**src/rtl/ps2_key_decoder.sv**
```systemverilog
// ps2_key_decoder: PS/2 frame receiver with E0/F0 prefix handling and per-key held/press tracking.
// Define KB_PARITY_CHECK_EN to enforce odd parity; otherwise the parity bit is ignored.
module ps2_key_decoder #(
  parameter int NUM_KEYS = 5,
  parameter logic [8*NUM_KEYS-1:0] KEY_CODES = 40'h2B231B1C1D,
  parameter logic [NUM_KEYS-1:0] KEY_EXT = '0,
  parameter int TIMEOUT_CYCLES = 50000
) (
  input  logic                clk,
  input  logic                rst,
  input  logic                ps2_clk,
  input  logic                ps2_data,
  output logic                code_valid,
  output logic [7:0]          code_data,
  output logic                code_ext,
  output logic                code_break,
  output logic                frame_err,
  output logic [NUM_KEYS-1:0] key_down,
  output logic [NUM_KEYS-1:0] key_press
);
  localparam int TW = $clog2(TIMEOUT_CYCLES + 1);
  localparam logic [1:0] IDLE = 2'd0, DATA = 2'd1, PARITY = 2'd2, STOP = 2'd3;
  logic [1:0] clk_s, dat_s;
  logic clk_d, fe, dat;
  logic [1:0] state;
  logic [2:0] cnt;
  logic [7:0] sh;
  logic ext_pend, brk_pend, par_ok, byte_ok, timeout;
  logic [TW-1:0] wd;
`ifdef KB_PARITY_CHECK_EN
  logic par;
  assign par_ok = ^{sh, par};
  always_ff @(posedge clk or negedge rst)
    if (!rst) par <= 1'b0;
    else if (fe && state == PARITY) par <= dat;
`else
  assign par_ok = 1'b1;
`endif
  assign byte_ok = fe && state == STOP && dat && par_ok;
  // fe has priority over an expiring watchdog
  assign timeout = !fe && state != IDLE && wd == TW'(TIMEOUT_CYCLES);
  always_ff @(posedge clk or negedge rst)
    if (!rst) begin
      clk_s <= '0;
      dat_s <= '0;
      clk_d <= 1'b0;
      fe    <= 1'b0;
      dat   <= 1'b0;
    end else begin
      clk_s <= {clk_s[0], ps2_clk};
      dat_s <= {dat_s[0], ps2_data};
      clk_d <= clk_s[1];
      fe    <= clk_d & ~clk_s[1];
      dat   <= dat_s[1];
    end
  always_ff @(posedge clk or negedge rst)
    if (!rst) begin
      state     <= IDLE;
      cnt       <= '0;
      sh        <= '0;
      wd        <= '0;
      frame_err <= 1'b0;
    end else begin
      frame_err <= 1'b0;
      if (fe) wd <= '0;
      else if (state != IDLE && !timeout) wd <= wd + 1'b1;
      if (timeout) begin
        state     <= IDLE;
        frame_err <= 1'b1;
        wd        <= '0;
      end else if (fe)
        case (state)
          IDLE: if (!dat) begin
            state <= DATA;
            cnt   <= '0;
          end
          DATA: begin
            sh    <= {dat, sh[7:1]};
            cnt   <= cnt + 1'b1;
            state <= cnt == 3'd7 ? PARITY : DATA;
          end
          PARITY: state <= STOP;
          default: begin
            frame_err <= !(dat && par_ok);
            state     <= IDLE;
          end
        endcase
    end
  always_ff @(posedge clk or negedge rst)
    if (!rst) begin
      ext_pend   <= 1'b0;
      brk_pend   <= 1'b0;
      code_valid <= 1'b0;
      code_data  <= '0;
      code_ext   <= 1'b0;
      code_break <= 1'b0;
      key_down   <= '0;
      key_press  <= '0;
    end else begin
      code_valid <= 1'b0;
      key_press  <= '0;
      if (timeout) begin
        ext_pend <= 1'b0;
        brk_pend <= 1'b0;
      end else if (byte_ok) begin
        if (sh == 8'hE0) ext_pend <= 1'b1;
        else if (sh == 8'hF0) brk_pend <= 1'b1;
        else begin
          code_valid <= 1'b1;
          code_data  <= sh;
          code_ext   <= ext_pend;
          code_break <= brk_pend;
          ext_pend   <= 1'b0;
          brk_pend   <= 1'b0;
          for (int i = 0; i < NUM_KEYS; i++)
            if (sh == KEY_CODES[8*i +: 8] && ext_pend == KEY_EXT[i]) begin
              key_down[i]  <= !brk_pend;
              key_press[i] <= !brk_pend && !key_down[i];
            end
        end
      end
    end
endmodule
```
**config.mk**
```make
export PLATFORM = sky130hd
export DESIGN_NAME = ps2_key_decoder
export DESIGN_NICKNAME = d
export VERILOG_FILES = /design/src/rtl/ps2_key_decoder.sv
export SDC_FILE = /design/constraint.sdc
export NUM_CORES = 1
export LEC_CHECK = 0
export BUFFER_PORTS_ARGS = -buffer_cell sky130_fd_sc_hd__buf_2
export CAP_MARGIN = 20
export CORE_MARGIN = 3
export CORE_UTILIZATION = 30
export CTS_BUF_LIST = sky130_fd_sc_hd__clkbuf_4 sky130_fd_sc_hd__clkbuf_8
export DETAILED_ROUTE_END_ITERATION = 7
export GPL_ROUTABILITY_DRIVEN = 1
export PLACE_DENSITY = 0.49
export SETUP_SLACK_MARGIN = 0.1
export SYNTH_ARGS = -nofsm -noshare
export SYNTH_HDL_FRONTEND = slang
export SYNTH_SLANG_ARGS = --single-unit
export TNS_END_PERCENT = 10
```
**constraint.sdc**
```tcl
create_clock -name clk -period 3.93 [get_ports clk]
set_input_delay 0.393 -clock clk [delete_from_list [all_inputs] [get_ports clk]]
set_output_delay 0.393 -clock clk [all_outputs]
set_load 0.01 [all_outputs]
```
After elaboration in Yosys (flattened, before gate mapping) --
Index checks and enable logic that the tools add are counted.
Word-level totals: bits in registers 60, input bits 4, output and inout bits 22, logic and storage cells 122
Operators by class: $add $sub $neg 2, eq/ne operators 16, muxes and demuxes 34, bitwise operators 6, reductions and logical operators 42
Operators by type and width (number):
- 16-bit two-way mux | 3
- 5-bit AND reduction | 5
- 8-bit by 5-bit equality test with 1-bit output (second input constant) | 3
- 1-bit two-way mux | 20
- 5-bit two-way mux | 4
- 16-bit by 1-bit adder with 16-bit output (second input constant) | 1
- 16-bit equality test (second input constant) | 1
- 8-bit by 6-bit equality test with 1-bit output (second input constant) | 2
- 8-bit equality test (second input constant) | 2
- 1-bit logical AND | 15
- 1-bit logical NOT | 9
- 2-bit two-way mux | 4
- 4-bit AND reduction | 2
- 2-bit nonzero test | 4
- 3-bit inequality test (second input constant) | 2
- 2-bit one-hot mux with 3 select lines | 1
- 3-bit one-hot mux with 2 select lines | 1
- 2-bit AND reduction | 3
- 1-bit NOT | 5
- 2-bit equality test (second input constant) | 2
- 2-bit inequality test (second input constant) | 2
- 3-bit by 1-bit adder with 3-bit output (second input constant) | 1
- 3-bit equality test (second input constant) | 1
- 3-bit two-way mux | 1
- other kinds (6) | 6

Logic depth before layout (Yosys ltp) --
depth after elaboration 8, gate-level depth with buffers 7, depth with buffers taken out 6

Worst setup path before layout --
OpenSTA, ideal clock, no wires.
path kind register to register, from reg wd[2], to reg wd[6], setup time 0.121 ns, arrival 1.786 ns, data required time 3.809 ns, path slack 2.023 ns, stages on the path, launching flop included 6, path buffers 1, period minus slack after synthesis 1.907 ns, cells stage by stage dfrtp_1 or4b_4 nor4_4 buf_6 o31ai_1 a22o_1
Between the ends: word-level cells in the longest chain between the ends 5, elaborated cells on any way between the ends 9, those cells by class 1 x add/sub; 1 x eq/ne; 3 x mux; 4 x reduce/logical
Ends and longest elaborated chain:
- from (decl) | RTL line 29 | logic [TW-1:0] wd;
- from (signal assigned) | RTL line 66 | else if (state != IDLE && !timeout) wd <= wd + 1'b1;
- branches (longest 5 deep; another with 16-bit by 1-bit adder with 16-bit output)
Parallel ways; which one is timed is not known. The select of a mux whose other input is x is not followed. A chain may end at the register's enable or synchronous reset.

Final worst setup path --
from reg wd[2], to reg wd[1]
Between the ends: word-level cells in the longest chain between the ends 5, elaborated cells on any way between the ends 6, those cells by class 1 x eq/ne; 1 x mux; 4 x reduce/logical
Ends and longest elaborated chain:
- 16-bit equality test * | RTL line 41 | assign timeout = !fe && state != IDLE && wd == TW'(TIMEOUT_CYCLES);
- 1-bit logical AND * | RTL line 41
- 1-bit logical NOT | RTL line 66
- 1-bit logical AND | RTL line 66
- 3-bit nonzero test (no source line)
Mark *: on every way between the ends. The rest lies on a longest branch, timed or not.

==> flow_metrics.tcl <==
set metrics [dict create \
    maximum_number_of_pins_on_one_net_before_global_route_repair 45 \
    path_max_fanout 18 \
    height_of_the_chip_um 101.2 \
    syn2layout_area_growth_pct 17.39 \
    finalSetupTns_ns 0 \
    final_nets 292 \
    critical_path_end_type "register" \
    cts-resized-gates 0 \
    cellLeakagePower_nw 1.455 \
    clock_tree.htree_level_count 3 \
    gr-total-overflow 0 \
    synth-seq-cells 60 \
    synthesized_area_divided_by_synthesized_cell_count_um2 10.75 \
    hold_ws_ns 0.1664 \
    cts_buffers 9 \
    hold_viol_final 0 \
    drv.max_cap_violation_count 0 \
    worstMarginPinSlew_ns 1.027 \
    post_cts_buffers 0 \
    synth_async_reset_ratio 1.000 \
    number_of_antenna_violations_at_the_first_check_in_global_routing 0 \
    critical_path_required_ns 4.15 \
    die_area_mm2 0.01025 \
    routed_via_density 5.038 \
    cts.sinks 60 \
    core_region_area_mm2 0.008763 \
    finalClockSkew_ns 0.01498 \
    post-synth-top-area-cell "sky130_fd_sc_hd__dfrtp_1" \
    timing.setup.critical_path_class "register to register" \
    slew_violations 0 \
    number_of_flops_mapped_to_enable_cells_by_yosys 0 \
    synth_common_cells "sky130_fd_sc_hd__dfrtp_1 (60), sky130_fd_sc_hd__nand2_1 (40), sky130_fd_sc_hd__o31ai_1 (11)" \
    synthesized_nets 261 \
    yosysTopAreaCellShare 0.5520 \
    diodes 0 \
    setup.worst_path.start_class "register" \
    power_density_mw_per_mm2 549.9 \
    synth_most_common_cell "sky130_fd_sc_hd__dfrtp_1" \
    cts.path.max_buffers 2 \
    final_min_period_over_clock_period 0.6040 \
    synth_area_leaders "sky130_fd_sc_hd__dfrtp_1 (55%), sky130_fd_sc_hd__nand2_1 (5.5%), sky130_fd_sc_hd__mux2_2 (3.3%)" \
    grt_pass1_vias 1914 \
    post-dp-hpwl_mm 3.825 \
    run_status "completed" \
    regToRegStartpoint "wd[2]$_DFFE_PN0P_" \
    gr-usage-all-layers 0.1202 \
    launch_point_of_the_worst_hold_path "ps2_clk" \
    dominantRegCellSynth "sky130_fd_sc_hd__dfrtp_1" \
    drt_iter0_drc 85 \
    drive_above_1_share 0.1972 \
    pre_repair_dr_iteration_count 4 \
    gp_congestion 0.7830 \
    clk_latency_ns 0.34 \
    post-layout-total-power_mw 1.756 \
    portBuffers 25 \
    warnings_from_yosys 0 \
    route.detailed.drc 0 \
    clk_pin_slew_worst_paths_ns 0.07 \
    cp.arrival_ns 2.60 \
    synth_seq_area_share 0.5520 \
    totalWireLength_mm 5.612 \
    min_path_type "input pin to register" \
    detailed_route_via_count 2000 \
    num_rows 34 \
    vdd_ir_drop_max_v 0.0001832 \
    wl_per_cell_um 14.14 \
    rsz0062_at_grt "false" \
    width_of_the_die_um 101.2 \
    netlist_instances 253 \
    ant_nets 0 \
    synth.cell_area_mm2 0.002720 \
    final.min_clock_period_ns 2.374 \
    clock_tree_from_tritoncts "yes" \
    starting_utilization_of_the_core_area 0.3104 \
    worst_slew_margin_rel 0.3102 \
    max_freq_mhz 421.3 \
    wire_length_of_the_first_global_routing_pass_mm 9.708 \
    finalSetupViolCount 0 \
    cts_root_buffer "sky130_fd_sc_hd__clkbuf_8" \
    ioPinCount 26 \
    yosys.cell_types.count 47 \
    crit_start "wd[2]$_DFFE_PN0P_" \
]
[flip-flops by register name, indices dropped and copies added, names as in the netlist, 3 cells and up]
register,flops
wd,16
code_data,8
sh,8
key_press,5
key_down,5
cnt,3
[path summary, 6_finish.rpt]
check / cells after the start / slack [ns] / to
worst max-delay path: 4 / 1.56 / wd[1]$_DFFE_PN0P_
worst max register to register: 4 / 1.56 / wd[1]$_DFFE_PN0P_
min in group asynchronous: 2 / 0.51 / key_press[3]$_DFF_PN0_
max in group asynchronous: 4 / 2.63 / fe$_DFF_PN0_
worst min-delay path: 1 / 0.17 / clk_s[0]$_DFF_PN0_
worst min register to register: 0 / 0.35 / clk_s[1]$_DFF_PN0_
[per-stage QoR]
step,cells,utilization,setup WS (ns),area (µm²)
3_5_place_dp,379,0.3385,1.556,2967
5_1_grt,397,0.3644,1.349,3193
6_report,397,0.3644,1.556,3193
4_1_cts,395,0.3609,1.566,3163
3_3_place_gp,379,0.3385,1.594,2967
2_1_floorplan,253,-,2.023,2720
[critical path, stage by stage (launching register included)]
cell and delay (ns):
sky130_fd_sc_hd__dfrtp_1 0.45, sky130_fd_sc_hd__or4b_4 0.57, sky130_fd_sc_hd__nor4_4 0.77, sky130_fd_sc_hd__nor2_1 0.21, sky130_fd_sc_hd__a22o_1 0.28
[cell families (layout without fill, tap and decap cells)]
kind of cell | Yosys count | in the layout | synth area share
compound gates | 50 | 50 | 0.1329
xor+xnor | 1 | 1 | 0.003220
flops | 60 | 60 | 0.5520
mux | 8 | 8 | 0.03312
buf+inv | 17 | 53 | 0.02713
simple gates | 113 | 113 | 0.2332
fa+ha+maj | 4 | 4 | 0.01840
[what timing repair did]
| action | 4_1_cts | 5_1_grt |
|---|---|---|
| hold buffers | 0 | 1 |
| endpoints found under the setup margin | 0 | 0 |
| hold endpoints to repair | 0 | 15 |
[where the power goes]
part           internal (mW)  leakage [nW]  switching [mW]
Sequential             0.728         0.793           0.159
Clock                  0.300        0.0996           0.248
Combinational          0.155         0.562           0.166
[cell type report]
cell class	instances	area, µm²
clock buffers	10	131.4
clock inverters	6	65.06
fillers	895	5570
inverters	7	26.28
multi-input cells	176	1156
flip-flops and latches	60	1501
well taps	108	135.1
repair buffers	30	177.7
[cells in the final DEF (no fill, tap or decap), types with 2 or more instances in the layout]
| master | netlist | routed |
|---|---|---|
| sky130_fd_sc_hd__and4_1 | 3 | 3 |
| sky130_fd_sc_hd__ha_1 | 4 | 4 |
| sky130_fd_sc_hd__nand2b_1 | 5 | 5 |
| sky130_fd_sc_hd__nand3b_1 | 4 | 4 |
| sky130_fd_sc_hd__mux2_2 | 8 | 8 |
| sky130_fd_sc_hd__o21bai_1 | 2 | 2 |
| sky130_fd_sc_hd__a21oi_1 | 3 | 3 |
| sky130_fd_sc_hd__o31ai_1 | 11 | 11 |
| sky130_fd_sc_hd__or4_1 | 6 | 6 |
| sky130_fd_sc_hd__nand4b_1 | 3 | 3 |
| sky130_fd_sc_hd__clkinv_2 | 0 | 2 |
| sky130_fd_sc_hd__dfrtp_1 | 60 | 60 |
| sky130_fd_sc_hd__buf_4 | 0 | 3 |
| sky130_fd_sc_hd__and2_1 | 2 | 2 |
| sky130_fd_sc_hd__or3_1 | 5 | 5 |
| sky130_fd_sc_hd__a21o_1 | 2 | 2 |
| sky130_fd_sc_hd__nor4_1 | 9 | 9 |
| sky130_fd_sc_hd__inv_1 | 6 | 6 |
| sky130_fd_sc_hd__nand3_1 | 6 | 6 |
| sky130_fd_sc_hd__nand4_1 | 4 | 4 |
| sky130_fd_sc_hd__nor2b_1 | 2 | 2 |
| sky130_fd_sc_hd__nor3_1 | 7 | 7 |
| sky130_fd_sc_hd__and3_1 | 3 | 3 |
| sky130_fd_sc_hd__a22o_1 | 5 | 5 |
| sky130_fd_sc_hd__o311ai_0 | 4 | 4 |
| sky130_fd_sc_hd__nor2_1 | 8 | 8 |
| sky130_fd_sc_hd__clkbuf_8 | 0 | 9 |
| sky130_fd_sc_hd__nand2_1 | 40 | 40 |
| sky130_fd_sc_hd__o21a_1 | 4 | 4 |
| sky130_fd_sc_hd__clkinv_4 | 0 | 2 |
| sky130_fd_sc_hd__o21ai_0 | 10 | 10 |
| sky130_fd_sc_hd__buf_2 | 1 | 25 |
| sky130_fd_sc_hd__a31oi_1 | 2 | 2 |
[layer usage]
metal	track usage	wire length (µm)
met5	0	0
met4	0.06135	114
met3	0.03030	265
met2	0.1705	2357
met1	0.1693	2875
Power figures use the tool's default switching activity.
